[config.mk]
export PLATFORM = sky130hd
export DESIGN_NAME = ysyx_22040895_fetch_ctrl
export DESIGN_NICKNAME = d
export VERILOG_FILES = /design/src/rtl/ysyx_22040895_fetch_ctrl.sv
export SDC_FILE = /design/constraint.sdc
export NUM_CORES = 1
export LEC_CHECK = 0
export ABC_AREA = 1
export CAP_MARGIN = 20
export CORE_MARGIN = 2
export CORE_UTILIZATION = 51
export DETAILED_ROUTE_END_ITERATION = 8
export PLACE_DENSITY = 0.81
export SETUP_SLACK_MARGIN = 0.3
export SYNTH_ARGS = -nofsm -noshare
export SYNTH_HDL_FRONTEND = slang
export SYNTH_SLANG_ARGS = --single-unit
export TNS_END_PERCENT = 50
[constraint.sdc]
create_clock -name clk -period 2.3 [get_ports clk]
set_input_delay 0.46 -clock clk [delete_from_list [all_inputs] [get_ports clk]]
set_output_delay 0.46 -clock clk [all_outputs]
set_load 0.01 [all_outputs]
[src/rtl/ysyx_22040895_fetch_ctrl.sv]
// ysyx_22040895_fetch_ctrl
// Instruction fetch sequencer for the NPC core. Owns the fetch PC, issues at
// most one outstanding request to instruction memory (req/gnt + rvalid), and
// hands each returned instruction with its PC to decode (valid/ready).
// Redirects from EXU (pcsel/dnpc) override normal sequencing and any fetch
// already in flight is marked to be discarded.
//
// Ports:
//   clk, rst             clock; synchronous active-low reset
//   mem_req_o/addr_o     fetch request and address (address stable in REQ)
//   mem_gnt_i            memory accepted the request
//   mem_rvalid_i/rdata_i returned instruction
//   out_valid_o/inst_o/pc_o, out_ready_i   decode handshake
//   redirect_i/pc_i      control-flow redirect and target
//   fetch_cnt_o          instructions handed to decode (wraps)
module ysyx_22040895_fetch_ctrl #(
  parameter int unsigned         ADDR_W   = 64,
  parameter int unsigned         INST_W   = 32,
  parameter logic [ADDR_W-1:0]   RESET_PC = 64'h8000_0000,
  parameter int unsigned         CNT_W    = 64
) (
  input  logic              clk,
  input  logic              rst,
  output logic              mem_req_o,
  output logic [ADDR_W-1:0] mem_addr_o,
  input  logic              mem_gnt_i,
  input  logic              mem_rvalid_i,
  input  logic [INST_W-1:0] mem_rdata_i,
  output logic              out_valid_o,
  output logic [INST_W-1:0] out_inst_o,
  output logic [ADDR_W-1:0] out_pc_o,
  input  logic              out_ready_i,
  input  logic              redirect_i,
  input  logic [ADDR_W-1:0] redirect_pc_i,
  output logic [CNT_W-1:0]  fetch_cnt_o
);

  typedef enum logic [1:0] {S_IDLE, S_REQ, S_WAIT, S_HOLD} state_e;

  state_e              state_q,     state_d;
  logic [ADDR_W-1:0]   fetch_pc_q,  fetch_pc_d;
  logic [ADDR_W-1:0]   req_pc_q,    req_pc_d;
  logic                drop_q,      drop_d;
  logic [INST_W-1:0]   out_inst_q,  out_inst_d;
  logic [ADDR_W-1:0]   out_pc_q,    out_pc_d;
  logic [CNT_W-1:0]    fetch_cnt_q, fetch_cnt_d;

  // Redirect targets are word aligned: low two bits are cleared.
  logic [ADDR_W-1:0] redirect_tgt;
  assign redirect_tgt = redirect_pc_i & ~ADDR_W'(3);

  // Outputs derive from registered state only, except out_valid_o which a
  // same-cycle redirect must be able to kill.
  assign mem_req_o   = (state_q == S_REQ);
  assign mem_addr_o  = fetch_pc_q;
  assign out_valid_o = (state_q == S_HOLD) && !redirect_i;
  assign out_inst_o  = out_inst_q;
  assign out_pc_o    = out_pc_q;
  assign fetch_cnt_o = fetch_cnt_q;

  always_comb begin
    // NOTE: every _d starts as its _q so no path through the case leaves a
    // variable unassigned, which would otherwise infer a latch.
    state_d     = state_q;
    fetch_pc_d  = fetch_pc_q;
    req_pc_d    = req_pc_q;
    drop_d      = drop_q;
    out_inst_d  = out_inst_q;
    out_pc_d    = out_pc_q;
    fetch_cnt_d = fetch_cnt_q;

    if (redirect_i) fetch_pc_d = redirect_tgt;

    unique case (state_q)
      S_IDLE: state_d = S_REQ;

      S_REQ: begin
        if (mem_gnt_i) begin
          req_pc_d = fetch_pc_q;
          state_d  = S_WAIT;
          // The old-PC request was accepted together with the redirect, so
          // its response must be thrown away.
          if (redirect_i) drop_d = 1'b1;
        end
      end

      S_WAIT: begin
        if (mem_rvalid_i) begin
          if (redirect_i || drop_q) begin
            drop_d  = 1'b0;
            state_d = S_REQ;
          end else begin
            out_inst_d = mem_rdata_i;
            out_pc_d   = req_pc_q;
            state_d    = S_HOLD;
          end
        end else if (redirect_i) begin
          drop_d = 1'b1;
        end
      end

      S_HOLD: begin
        if (redirect_i) begin
          state_d = S_REQ;
        end else if (out_ready_i) begin
          fetch_pc_d  = req_pc_q + ADDR_W'(4);
          fetch_cnt_d = fetch_cnt_q + CNT_W'(1);
          state_d     = S_REQ;
        end
      end

      default: state_d = S_IDLE;
    endcase
  end

  always_ff @(posedge clk) begin
    // NOTE: sequential state uses non-blocking assignments so every flop
    // samples the pre-edge values regardless of statement order.
    if (!rst) begin
      state_q     <= S_IDLE;
      fetch_pc_q  <= RESET_PC;
      req_pc_q    <= RESET_PC;
      drop_q      <= 1'b0;
      out_inst_q  <= '0;
      out_pc_q    <= RESET_PC;
      fetch_cnt_q <= '0;
    end else begin
      state_q     <= state_d;
      fetch_pc_q  <= fetch_pc_d;
      req_pc_q    <= req_pc_d;
      drop_q      <= drop_d;
      out_inst_q  <= out_inst_d;
      out_pc_q    <= out_pc_d;
      fetch_cnt_q <= fetch_cnt_d;
    end
  end

endmodule

==> results of run 1 <==
[final cells by class]
| class | count | area [µm²] | share of cell area, % |
|---|---|---|---|
| multi-input cells | 1501 | 7252 | 37.71 |
| flip-flops and latches | 291 | 5898 | 30.67 |
| repair buffers | 392 | 3859 | 20.07 |
| clock buffers | 39 | 824.5 | 4.288 |
| inverters | 216 | 814.5 | 4.236 |
| well taps | 341 | 426.7 | 2.219 |
| clock inverters | 16 | 153.9 | 0.8003 |
| diodes | 1 | 2.502 | 0.01301 |
[what timing repair did]
item | in CTS | in global routing
pin swaps | 2 | 5
resized for setup | 63 | 83
buffers inserted | 2 | 7
endpoints found under the setup margin | 103 | 121
[per-stage QoR]
stage	cell area (µm²)	hold WS [ps]	util, %	power (mW)	cells
2_1_floorplan	14040	454.8	-	6.080	2097
3_3_place_gp	17920	458.6	66.30	6.727	2732
3_5_place_dp	17920	463.9	66.30	6.749	2732
4_1_cts	19000	213.0	70.29	11.54	2789
5_1_grt	19230	239.3	71.16	11.91	2797
6_report	19230	237.0	71.16	11.57	2797
[per-layer routing]
layer	share of wire [%]	track usage [%]
met2	44	56.86
met5	0	0
met1	43	49.09
met4	3.1	10.78
met3	9.8	7.116
[cell families (layout without fill, tap and decap cells)]
kind of cell | count (synthesis) | count (layout) | synth area share, %
adder cells (fa/ha/maj) | 6 | 6 | 0.5346
buffers and inverters | 305 | 663 | 8.287
multiplexers | 1 | 1 | 0.07129
AND/OR/NAND/NOR | 1013 | 1013 | 30.25
XOR/XNOR | 21 | 21 | 1.310
other | 0 | 1 | 0
flip-flops | 291 | 291 | 41.49
AO/OA/AOI/OAI | 460 | 460 | 18.06
[worst max path at each step]
stage,from,endpoint,slack (ps),cells after the start
3_5_place_dp,redirect_i,out_pc_o[29]$_SDFFE_PN0P_,-50,8
3_3_place_gp,redirect_i,out_valid_o,-20,4
6_report,mem_addr_o[15]$_SDFF_PN0_,mem_addr_o[15],270,1
5_1_grt,req_pc_q[4]$_SDFFE_PN0P_,mem_addr_o[63]$_SDFF_PN0_,230,9
2_1_floorplan,state_q[0]$_SDFFE_PN0P_,fetch_cnt_o[44]$_SDFFE_PN0P_,600,10
4_1_cts,state_q[0]$_SDFFE_PN0P_,out_valid_o,190,4
[state kept, by name, summed over array words and instances, names as in the netlist]
name,cells
fetch_cnt_o,64
mem_addr_o,64
out_pc_o,64
req_pc_q,64
out_inst_o,32
state_q,2
drop_q,1
[power groups by stage]
stage               registers (mW)  clock network [mW]  logic (mW)
finish                        5.50                4.88        1.20
global route                  5.51                5.09        1.30
CTS                           5.47                4.89        1.18
detailed placement            5.58                   0        1.17
global placement              5.58                   0        1.15
floorplan                     5.54                   0       0.537
[cells in the mapped netlist, drive strengths merged]
library cell	count
nor2	444
nand2	397
dfxtp	291
o21ai	234
inv	214
a21oi	157
nand3	91
clkbuf	69
nand4	39
nor3	25
buf	20
o221ai	18
a31oi	16
o221a	15
xor2	13
xnor2	8
o211ai	7
ha	6
nor3b	6
nor4	6
o21a	5
a211oi	4
and2	2
and3	2
clkinv	2
a21o	1
a221oi	1
a311oi	1
mux2i	1
nand3b	1
o21bai	1
==> flow_metrics.env, run 1 <==
export IMPL_ant_nets=0
export IMPL_area_growth_pct=36.95
export IMPL_maxCapViolCount=0
export IMPL_die_area_um2=28880
export IMPL_p_int_mw=8.561
export IMPL_ys_ff_latch=291
export IMPL_numCtsBuffers=30
export IMPL_drive_above_1_share_pct=11.20
export IMPL_endpoint_kind="output pin"
export IMPL_nets=2540
export IMPL_numClockSinks=291
export IMPL_r2r_start="req_pc_q[24]$_SDFFE_PN0P_"
export IMPL_drt_vias_per_instance=5.665
export IMPL_grt_max_degree=124
export IMPL_whs_path_depth=3
export IMPL_wl_um=53150
export IMPL_cp_data_arrival_time_ps=1570
export IMPL_vias=15850
export IMPL_clock_tree_root_cell="clkbuf_16"
export IMPL_hold_class="input pin to flip-flop"
export IMPL_grt_pass1_wl_um=82380
export IMPL_core_um2=27030
export IMPL_tritoncts="done"
export IMPL_ys_top_cells_by_area="dfxtp_1 (41%), nor2_1 (11%), nand2_1 (10%)"
export IMPL_tightestPinTransition_ps=748.1
export IMPL_synth_nets=2205
export IMPL_antenna_found_initial=1
export IMPL_drtIter0Drc=1719
export IMPL_r2r_cells=9
export IMPL_crit_buf_inv=1
export IMPL_path_clk_slew_ps=60
export IMPL_syn_area_um2=14040
export IMPL_place_gp_congestion=0.9904
export IMPL_path_delay_family="buffers and inverters"
export IMPL_layout_commonest_cell="nor2_1"
export IMPL_p_clk_share_pct=42.1
export IMPL_setup_ws_ps=273.6
export IMPL_grt_total_usage_pct=35.72
export IMPL_htreeDepth=1
export IMPL_synth_warnings=0
export IMPL_rsz0062_at_grt="true"
export IMPL_gr_total_overflow=0
export IMPL_maxSlewViolCount=0
export IMPL_setup_viol=0
export IMPL_die_w_um=169.9
export IMPL_n_fill_cell=2204
export IMPL_status="completed"
export IMPL_row_count=60
export IMPL_die_height_um=169.9
export IMPL_fin_skew_ps=16.02
export IMPL_p_comb_share_pct=10.4
export IMPL_cp_max_fo=3
export IMPL_reg2reg_to="mem_addr_o[44]$_SDFF_PN0_"
export IMPL_finalSetupTns_ps=0
export IMPL_crit_type="flip-flop to output pin"
export IMPL_cts_hold_buf=0
export IMPL_hp_start="rst"
export IMPL_fmax_mhz=493.5
export IMPL_reg2reg_slack_ps=360
export IMPL_slowest_stage="clkdlybuf4s50_1"
export IMPL_place_ws_ps=-52.66
export IMPL_start_util_pct=51.96
export IMPL_top_level_ports=328
export IMPL_cp_start_kind="flip-flop"
export IMPL_ys_seq_area_share_pct=41.49
export IMPL_power_share_sequential_pct=47.5
export IMPL_p_leak_nw=7.483
export IMPL_synth_area_per_cell_um2=6.696
export IMPL_first_pass_iters=6
export IMPL_grt_pass1_vias=14950
export IMPL_hold_end="fetch_cnt_o[49]$_SDFFE_PN0P_"
export IMPL_required_ps=1840
export IMPL_post_dp_hpwl_um=39680
export IMPL_cts_buffer_depth=3
export IMPL_p_sw_share_pct=26.04
export IMPL_wl_per_cell_um=19.00
export IMPL_final_cell_mix="nor2_1 (393), nand2_1 (384), clkdlybuf4s50_1 (298)"
export IMPL_max_stage_delay_ps=580
export IMPL_hold_viol=0
export IMPL_synth_area_leader_cell="dfxtp_1"
export IMPL_path_cells="clkdlybuf4s50_1"
export IMPL_period_needed_ps=2026
export IMPL_syn_inst=2097
export IMPL_drc=0
export IMPL_fin_crit_sh_pct=88.11
export IMPL_p_per_area_nw_per_um2=601.9
export IMPL_io_buffers=325
export IMPL_yosysTopAreaCellShare_pct=41.49
export IMPL_clk_latency_ps=570
export IMPL_peakVddDrop_mv=0.7436
export IMPL_slew_headroom_pct=50.13
export IMPL_power_switching_mw=3.014
export IMPL_ys_types=45
Power figures use the tool's default switching activity.
==> run 2, diff against run 1 <==
HOLD_SLACK_MARGIN = 0.05   (was default)
==> results of run 2 <==
Same layout as run 1: the final DEF is identical, and so are final timing and power.
